==> config.mk <==
export PLATFORM = sky130hd
export DESIGN_NAME = set_job_scheduler
export DESIGN_NICKNAME = d
export VERILOG_FILES = /design/src/rtl/set_job_scheduler.sv
export SDC_FILE = /design/constraint.sdc
export NUM_CORES = 1
export LEC_CHECK = 0
export BUFFER_PORTS_ARGS = -buffer_cell sky130_fd_sc_hd__buf_2
export CORE_MARGIN = 2
export CORE_UTILIZATION = 56
export CTS_CLUSTER_SIZE = 10
export DETAILED_ROUTE_END_ITERATION = 12
export HOLD_SLACK_MARGIN = 0.12
export PLACE_DENSITY = 0.85
export SLEW_MARGIN = 20
export SYNTH_ARGS = -nofsm -noshare
export SYNTH_HDL_FRONTEND = slang
export SYNTH_SLANG_ARGS = --single-unit
==> constraint.sdc <==
create_clock -name clk -period 3.45 [get_ports clk]
set_clock_uncertainty 0.2 [all_clocks]
set_input_delay 1.035 -clock clk [delete_from_list [all_inputs] [get_ports clk]]
set_output_delay 1.035 -clock clk [all_outputs]
set_load 0.1 [all_outputs]
==> src/rtl/set_job_scheduler.sv <==
// set_job_scheduler
//   Accepts SET jobs from two requesters through a round-robin arbiter into a
//   small FIFO. Jobs are issued one at a time to a SET engine, and each result
//   is held for a consumer until accepted.
//
//   Optional feature macro: SET_SCHED_TIMEOUT_EN
//     When defined, a WAIT watchdog of TIMEOUT_CYC cycles (counted from the
//     set_en cycle) forces a result of 8'hFF with res_err=1.
//     When undefined, WAIT waits indefinitely and res_err is tied to 0.
//
//   Ports
//     clk, rst                 clock (rising edge), asynchronous active-low reset
//     req_valid/req_ready[1:0] per-requester job handshake
//     req_central/radius/mode  per-requester job payload (24b / 12b / 2b)
//     set_en, set_central/radius/mode  one-cycle job start to the engine
//     set_busy, set_valid, set_candidate  engine status and result strobe
//     res_valid/res_ready      result handshake to the consumer
//     res_id, res_candidate, res_err   held result
//     fifo_count               queue occupancy
module set_job_scheduler #(
  parameter int FIFO_DEPTH  = 4,
  parameter int TIMEOUT_CYC = 1024
) (
  input  logic             clk,
  input  logic             rst,
  input  logic [1:0]       req_valid,
  output logic [1:0]       req_ready,
  input  logic [1:0][23:0] req_central,
  input  logic [1:0][11:0] req_radius,
  input  logic [1:0][1:0]  req_mode,
  output logic             set_en,
  output logic [23:0]      set_central,
  output logic [11:0]      set_radius,
  output logic [1:0]       set_mode,
  input  logic             set_busy,
  input  logic             set_valid,
  input  logic [7:0]       set_candidate,
  output logic             res_valid,
  input  logic             res_ready,
  output logic             res_id,
  output logic [7:0]       res_candidate,
  output logic             res_err,
  output logic [4:0]       fifo_count
);

  localparam int AW = (FIFO_DEPTH > 1) ? $clog2(FIFO_DEPTH) : 1;

  typedef enum logic [1:0] {IDLE, ISSUE, WAIT, HOLD} state_t;

  typedef struct packed {
    logic        id;
    logic [1:0]  mode;
    logic [11:0] radius;
    logic [23:0] central;
  } job_t;

  job_t          mem [FIFO_DEPTH];
  job_t          push_job;
  job_t          head;
  logic [AW-1:0] wr_ptr;
  logic [AW-1:0] rd_ptr;
  logic [4:0]    count_d;
  logic          full;
  logic          rr_ptr;
  logic          busy_q;
  logic          cur_id;
  logic [1:0]    grant;
  logic          push;
  logic          pop;
  logic          wait_done;
  state_t        state_q;
  state_t        state_d;

  // Arbitration: ready looks only at the registered full flag, so a pop in
  // the same cycle never frees a slot for a push.
  always_comb begin
    grant[0] = !full && req_valid[0] && (!req_valid[1] || !rr_ptr);
    grant[1] = !full && req_valid[1] && (!req_valid[0] ||  rr_ptr);
    push_job.id      = grant[1];
    push_job.mode    = req_mode[grant[1]];
    push_job.radius  = req_radius[grant[1]];
    push_job.central = req_central[grant[1]];
  end

  // Gated by rst so ready reads 0 while reset is held.
  assign req_ready = grant & {2{rst}};
  assign push      = |grant;
  assign head      = mem[rd_ptr];
  assign count_d   = fifo_count + {4'd0, push} - {4'd0, pop};

  // The engine busy flag is registered before it gates issue, so a falling
  // busy (like a result acceptance) leads to set_en two cycles later.
  assign pop = (state_q == IDLE) && (fifo_count != 5'd0) && !busy_q && !res_valid;

  always_ff @(posedge clk) begin
    if (push) mem[wr_ptr] <= push_job;
  end

  always_ff @(posedge clk or negedge rst) begin
    if (!rst) begin
      wr_ptr     <= '0;
      rd_ptr     <= '0;
      fifo_count <= '0;
      full       <= 1'b0;
      rr_ptr     <= 1'b0;
      busy_q     <= 1'b0;
    end else begin
      busy_q     <= set_busy;
      fifo_count <= count_d;
      full       <= (count_d == 5'(FIFO_DEPTH));
      if (push) wr_ptr <= wr_ptr + AW'(1);
      if (pop)  rd_ptr <= rd_ptr + AW'(1);
      // Priority passes to the loser only when both were competing.
      if (push && (&req_valid)) rr_ptr <= ~grant[1];
    end
  end

`ifdef SET_SCHED_TIMEOUT_EN
  localparam int TW = $clog2(TIMEOUT_CYC + 1);
  logic [TW-1:0] timer;
  logic          timeout_hit;

  // Counts cycles since set_en: 0 in ISSUE, so hitting TIMEOUT_CYC-1 in WAIT
  // raises res_valid exactly TIMEOUT_CYC cycles after set_en.
  always_ff @(posedge clk or negedge rst) begin
    if (!rst)                                   timer <= '0;
    else if (pop)                               timer <= '0;
    else if (state_q == ISSUE || state_q == WAIT) timer <= timer + TW'(1);
  end

  assign timeout_hit = (state_q == WAIT) && !set_valid && (timer == TW'(TIMEOUT_CYC - 1));
  assign wait_done   = set_valid || timeout_hit;
`else
  assign wait_done   = set_valid;
  assign res_err     = 1'b0;
`endif

  always_ff @(posedge clk or negedge rst) begin
    if (!rst) state_q <= IDLE;
    else      state_q <= state_d;
  end

  always_comb begin
    state_d = state_q;
    set_en  = 1'b0;
    unique case (state_q)
      IDLE:  if (pop) state_d = ISSUE;
      ISSUE: begin
        set_en  = 1'b1;
        state_d = WAIT;
      end
      WAIT:  if (wait_done) state_d = HOLD;
      HOLD:  if (res_ready) state_d = IDLE;
      default: state_d = IDLE;
    endcase
  end

  always_ff @(posedge clk or negedge rst) begin
    if (!rst) begin
      set_central   <= '0;
      set_radius    <= '0;
      set_mode      <= '0;
      cur_id        <= 1'b0;
      res_valid     <= 1'b0;
      res_id        <= 1'b0;
      res_candidate <= '0;
`ifdef SET_SCHED_TIMEOUT_EN
      res_err       <= 1'b0;
`endif
    end else begin
      // Job fields are visible only during the set_en cycle.
      if (pop) begin
        set_central <= head.central;
        set_radius  <= head.radius;
        set_mode    <= head.mode;
        cur_id      <= head.id;
      end else if (state_q == ISSUE) begin
        set_central <= '0;
        set_radius  <= '0;
        set_mode    <= '0;
      end

      if (state_q == WAIT && set_valid) begin
        res_valid     <= 1'b1;
        res_id        <= cur_id;
        res_candidate <= set_candidate;
`ifdef SET_SCHED_TIMEOUT_EN
        res_err       <= 1'b0;
      end else if (timeout_hit) begin
        res_valid     <= 1'b1;
        res_id        <= cur_id;
        res_candidate <= 8'hFF;
        res_err       <= 1'b1;
`endif
      end else if (state_q == HOLD && res_ready) begin
        res_valid <= 1'b0;
      end
    end
  end

endmodule
==> After elaboration in Yosys (flattened, before gate mapping) <==
Memories as Yosys holds them, arrays and structs flattened.
Index checks and enable logic that the tools add are counted.
W data, S select, Z words.
{ "totals": {"reg_bits": 63, "ramBits": 156, "input_bits": 91, "out_inout_bits": 57, "word_cells": 75, "n_memories": 1} }
{ "op_classes": {"add_sub_neg": 4, "order_cmp": 1, "n_eq_ne": 7, "n_mux": 21, "bitwise": 2, "reduce_logical": 25} }
{ "mem_list": {"columns": ["name", "words", "word_bits", "read_ports", "rd_clocked_by_memory_dff", "wr", "line", "rtl"], "rows": [
  ["mem", 4, 39, 1, 0, 1, "57", "job_t mem [FIFO_DEPTH];"]
]} }
{ "ops": {"columns": ["operator", "n"], "rows": [
  ["$mux W24", 4],
  ["$mux W12", 4],
  ["$mux W2", 7],
  ["$logic_and A1 B1 Y1", 10],
  ["$pmux W2 S4", 1],
  ["$logic_not A1 Y1", 6],
  ["$ne A2 B2 Y1 const B", 3],
  ["$add A5 B1 Y5", 1],
  ["$eq A5 B3 Y1 const B", 1],
  ["$mux W1", 5],
  ["$reduce_bool A5 Y1", 1],
  ["$sub A5 B1 Y5", 1],
  ["$add A2 B1 Y2 const B", 2],
  ["$eq A2 B2 Y1 const B", 2],
  ["$reduce_bool A2 Y1", 2],
  ["$reduce_and A3 Y1", 1],
  ["$and A2 B2 Y2", 1],
  ["$eq A2 B1 Y1 const B", 1],
  ["$logic_not A2 Y1", 1],
  ["$logic_or A1 B1 Y1", 2],
  ["$lt A1 B2 Y1 const B", 1],
  ["$reduce_and A2 Y1", 1],
  ["$reduce_or A2 Y1", 1],
  ["$not A1 Y1", 1]
]} }

==> Depth between registers and ports, before layout <==
{ "logic_depth": {"depth_word": 7, "depth_mapped": 13, "mapped_depth_nobuf": 12} }

==> Worst setup path before layout <==
OpenSTA, ideal clock, no wires.
{ "synth_path": {"path_kind": "input -> output", "start": "in req_valid[0]", "end": "out req_ready[0]", "arrival_time_ps": 2701, "t_required_ps": 2215, "slack_ps": -486, "cell_stages": 3, "n_path_buf": 0, "path_cell_list": "nor2b_1 -> nand2_1 -> a21oi_1"} }
{ "synth_via": {"elab_chain_cells": 3} }
{ "synth_lines": {"columns": ["element", "line", "rtl"], "rows": [
  ["start, declared", "26", "input logic [1:0] req_valid,"],
  ["$logic_and A1 B1 Y1 (2 in a row)", "77", "grant[0] = !full && req_valid[0] && (!req_valid[1] || !rr_ptr);"],
  ["$and A2 B2 Y2", "86", "assign req_ready = grant & {2{rst}};"],
  ["end, declared", "27", "output logic [1:0] req_ready,"]
]} }
Every way passes these cells.

==> Worst setup path after layout <==
{ "layout_path": {"start": "in req_valid[0]", "end": "out req_ready[1]"} }
{ "layout_via": {"elab_chain_cells": 4} }
{ "layout_lines": {"columns": ["element", "line", "rtl"], "rows": [
  ["$logic_not A1 Y1", "78", "grant[1] = !full && req_valid[1] && (!req_valid[0] || rr_ptr);"],
  ["$logic_or A1 B1 Y1", "78", null],
  ["$logic_and A1 B1 Y1", "78", null],
  ["via grant[1]", "67", "logic [1:0] grant;"],
  ["$and A2 B2 Y2", "86", null]
]} }
The timed path passes the listed nets, and every way through them passes these cells.

==> reports/metrics.csv <==
metric,value,unit
Top Ports,148,
final hold violation count,0,
critical path launch point type,input pin,
CP startpoint,req_valid[0],
Via density,5.38,
"delay-heaviest family, CP",buffers and inverters,
pwr dens,1050,nW/um^2
Max Fclk,0.320,GHz
DR WL/cell,19.2,um
Crit Path Class,in -> out,
IO Port Bufs,146,
#FFs+latches synth,219,
TNS Setup,0,ps
vias in the first global route,5222,
DR DRC count,0,
setup violators final,0,
Post-Syn Area,8940,sq um
pin count of the biggest net entering global routing,80,
hold buffers post-CTS,0,
first-pass GRT wire length,27000,um
fin crit period,3120,ps
crit end category,output pin,
H-tree depth,1,
FF-to-FF Start,fifo_count[2]$_DFF_PN0_,
worst reg2reg path depth,12,
CTS resizes,0,
Placed Area,10000,sq um
CTS root buf,clkbuf_16,
total gr overflow,0,
Critical Path AT,1890,ps
DRT Pass-1 Iters,4,
Core ar.,15800,sq um
syn nets,625,
peak supply drop,0.581,mV
Post-Layout Inst Area,10700,sq um
full die area,17000,sq um
TritonCTS clock tree,yes,
RSZ-0062 raised after global routing,no,
slowest cell on the critical path,and2_2,
CP peak stage delay,210,ps
die height,130,um
# Post-CTS Setup Buffers,0,
initial antenna violation count,0,
Total Nets Final,786,
status,completed,
"Reg clk slew, reported paths",60,ps
Critical Path RT,2210,ps
ANT nets after route,0,
Crit path depth,6,
top post-synthesis cells by area,"edfxtp_1, dfrtp_1, mux4_2",
"Slew Viols, Final",0,
diodes inserted,0,
final worst path period share,90.5,%
Detailed Route Iter0 Violations,246,
worst path buffer plus inverter count,3,
fill count,1086,
CP max FO,5,
Synth area leader,edfxtp_1,
Post-Synthesis Cells,518,
Die X,130,um
Pleak,4.19,nW
share of the synthesized area in the top cell type,52.4,%
clock buffer depth,3,
register area share after synthesis,70.0,%
CTS Buf Count,25,
Row Count,46,
worst-margin pin slew,758,ps
total clock sinks,219,
Placer Congestion,0.770,
synth unique cells,29,
post-detail-place hpwl,10800,um
post-synthesis area per instance,17.3,sq um
share of layout cells above drive strength 1,40.8,%
final wirelength,17500,um
Reg2Reg Setup Slack,490,ps
reg2reg end,full$_DFF_PN0_,
effective utilization at floorplan,56.7,%
crit-path cells,buf_2 > nand2b_1 > nand3b_1 > inv_1 > and2_2 > buf_12,
Vias,4921,
"Clk Latency, worst-skew pair",500,ps
worst hold path class,in -> async,
maxcap violations,0,
normalized max-slew margin,49.5,%
Total GRT Usage,21.0,%
area delta synth->final,19.8,%
YS warnings,0,
-- worst register-to-register path, stage by stage (launching register included) --
cell      delay [ps]
dfrtp_2          410
inv_1             90
ha_1             150
nor4b_4          300
nor4b_4           90
ha_1             280
inv_1             40
ha_1             200
fa_1             420
a21oi_1          210
o21bai_1         120
xnor2_1          160
nor3_1           200
-- cell usage in the layout (no fill, tap or decap), types with 4 or more instances in the layout --
cell / Yosys / layout
dfrtp_1: 63 / 59
buf_4: 7 / 13
ha_1: 15 / 15
mux4_2: 39 / 39
mux2_2: 48 / 48
nor2_1: 4 / 4
buf_12: 0 / 5
clkbuf_1: 11 / 20
nand2_1: 47 / 47
o21ai_0: 39 / 39
edfxtp_1: 156 / 156
xor2_1: 4 / 4
and2_2: 0 / 5
inv_1: 11 / 11
buf_2: 8 / 142
clkbuf_16: 0 / 25
xnor2_1: 4 / 4
nand2b_1: 41 / 41
-- cells in the mapped netlist --
cell type,instances
edfxtp_1,156
dfrtp_1,63
mux2_2,48
nand2_1,47
nand2b_1,41
mux4_2,39
o21ai_0,39
ha_1,15
clkbuf_1,11
inv_1,11
buf_2,8
buf_4,7
and2_1,5
nor2_1,4
xnor2_1,4
xor2_1,4
a21oi_1,3
nor4b_4,2
a21o_1,1
a32oi_1,1
conb_1,1
fa_1,1
mux2_1,1
nand3_1,1
nand3b_1,1
nor2b_1,1
nor3_1,1
o21bai_1,1
o31ai_1,1
-- registers in the layout, indices dropped and copies added, names as in the netlist, 2 cells and up --
register       cells
rd_ptr             2
set_radius        12
mem              156
res_candidate      8
set_mode           2
set_central       24
wr_ptr             2
state_q            2
fifo_count         5
-- cell type report --
class	instances	area, sq um	share of cell area, %
Inverter	11	41.3	0.385
Tap cell	216	270	2.52
Clock buffer	45	701	6.54
Timing Repair Buffer	160	908	8.48
Clock inverter	1	8.76	0.0818
Multi-Input combinational cell	262	2510	23.5
Sequential cell	219	6270	58.5
-- through the flow --
step | std cells | total power [mW] | util (%) | setup WS, ps | hold WS (ps)
after CTS | 914 | 11.4 | 67.9 | 331 | 206
after detailed placement | 868 | 9.03 | 63.4 | 195 | 288
after global routing | 914 | 11.8 | 67.9 | 259 | 211
after global placement | 868 | 8.82 | 63.4 | 336 | 278
final | 914 | 11.3 | 67.9 | 328 | 207
after floorplan | 518 | 7.93 | - | 113 | 254
-- layer usage --
layer	GRT usage [%]	wire length (um)
met4	6.70	308
met1	26.5	7230
met3	4.47	975
met5	0	0
met2	36.8	9010
-- worst max path at each step --
stage                                end  slack [ps]
after floorplan             req_ready[1]         110
after global placement      req_ready[1]         340
after detailed placement  full$_DFF_PN0_         200
after CTS                   req_ready[1]         330
after global routing        req_ready[1]         260
final                       req_ready[1]         330
-- power breakdown --
group	switching, mW	internal [mW]
logic	3.19	1.41
clock network	0.948	1.36
registers	0.464	3.88
-- kinds of logic (layout without fill, tap and decap cells) --
logic type | after synthesis | in the layout | share of synthesized area [%]
multiplexers | 88 | 88 | 16.0
other | 1 | 1 | 0.0419
adder cells (fa/ha/maj) | 16 | 16 | 2.32
AO/OA/AOI/OAI | 46 | 46 | 2.70
XOR/XNOR | 8 | 8 | 0.784
AND/OR/NAND/NOR | 103 | 103 | 6.16
flip-flops | 219 | 219 | 70.0
buffers and inverters | 37 | 217 | 1.96
Power figures use the tool's default switching activity.
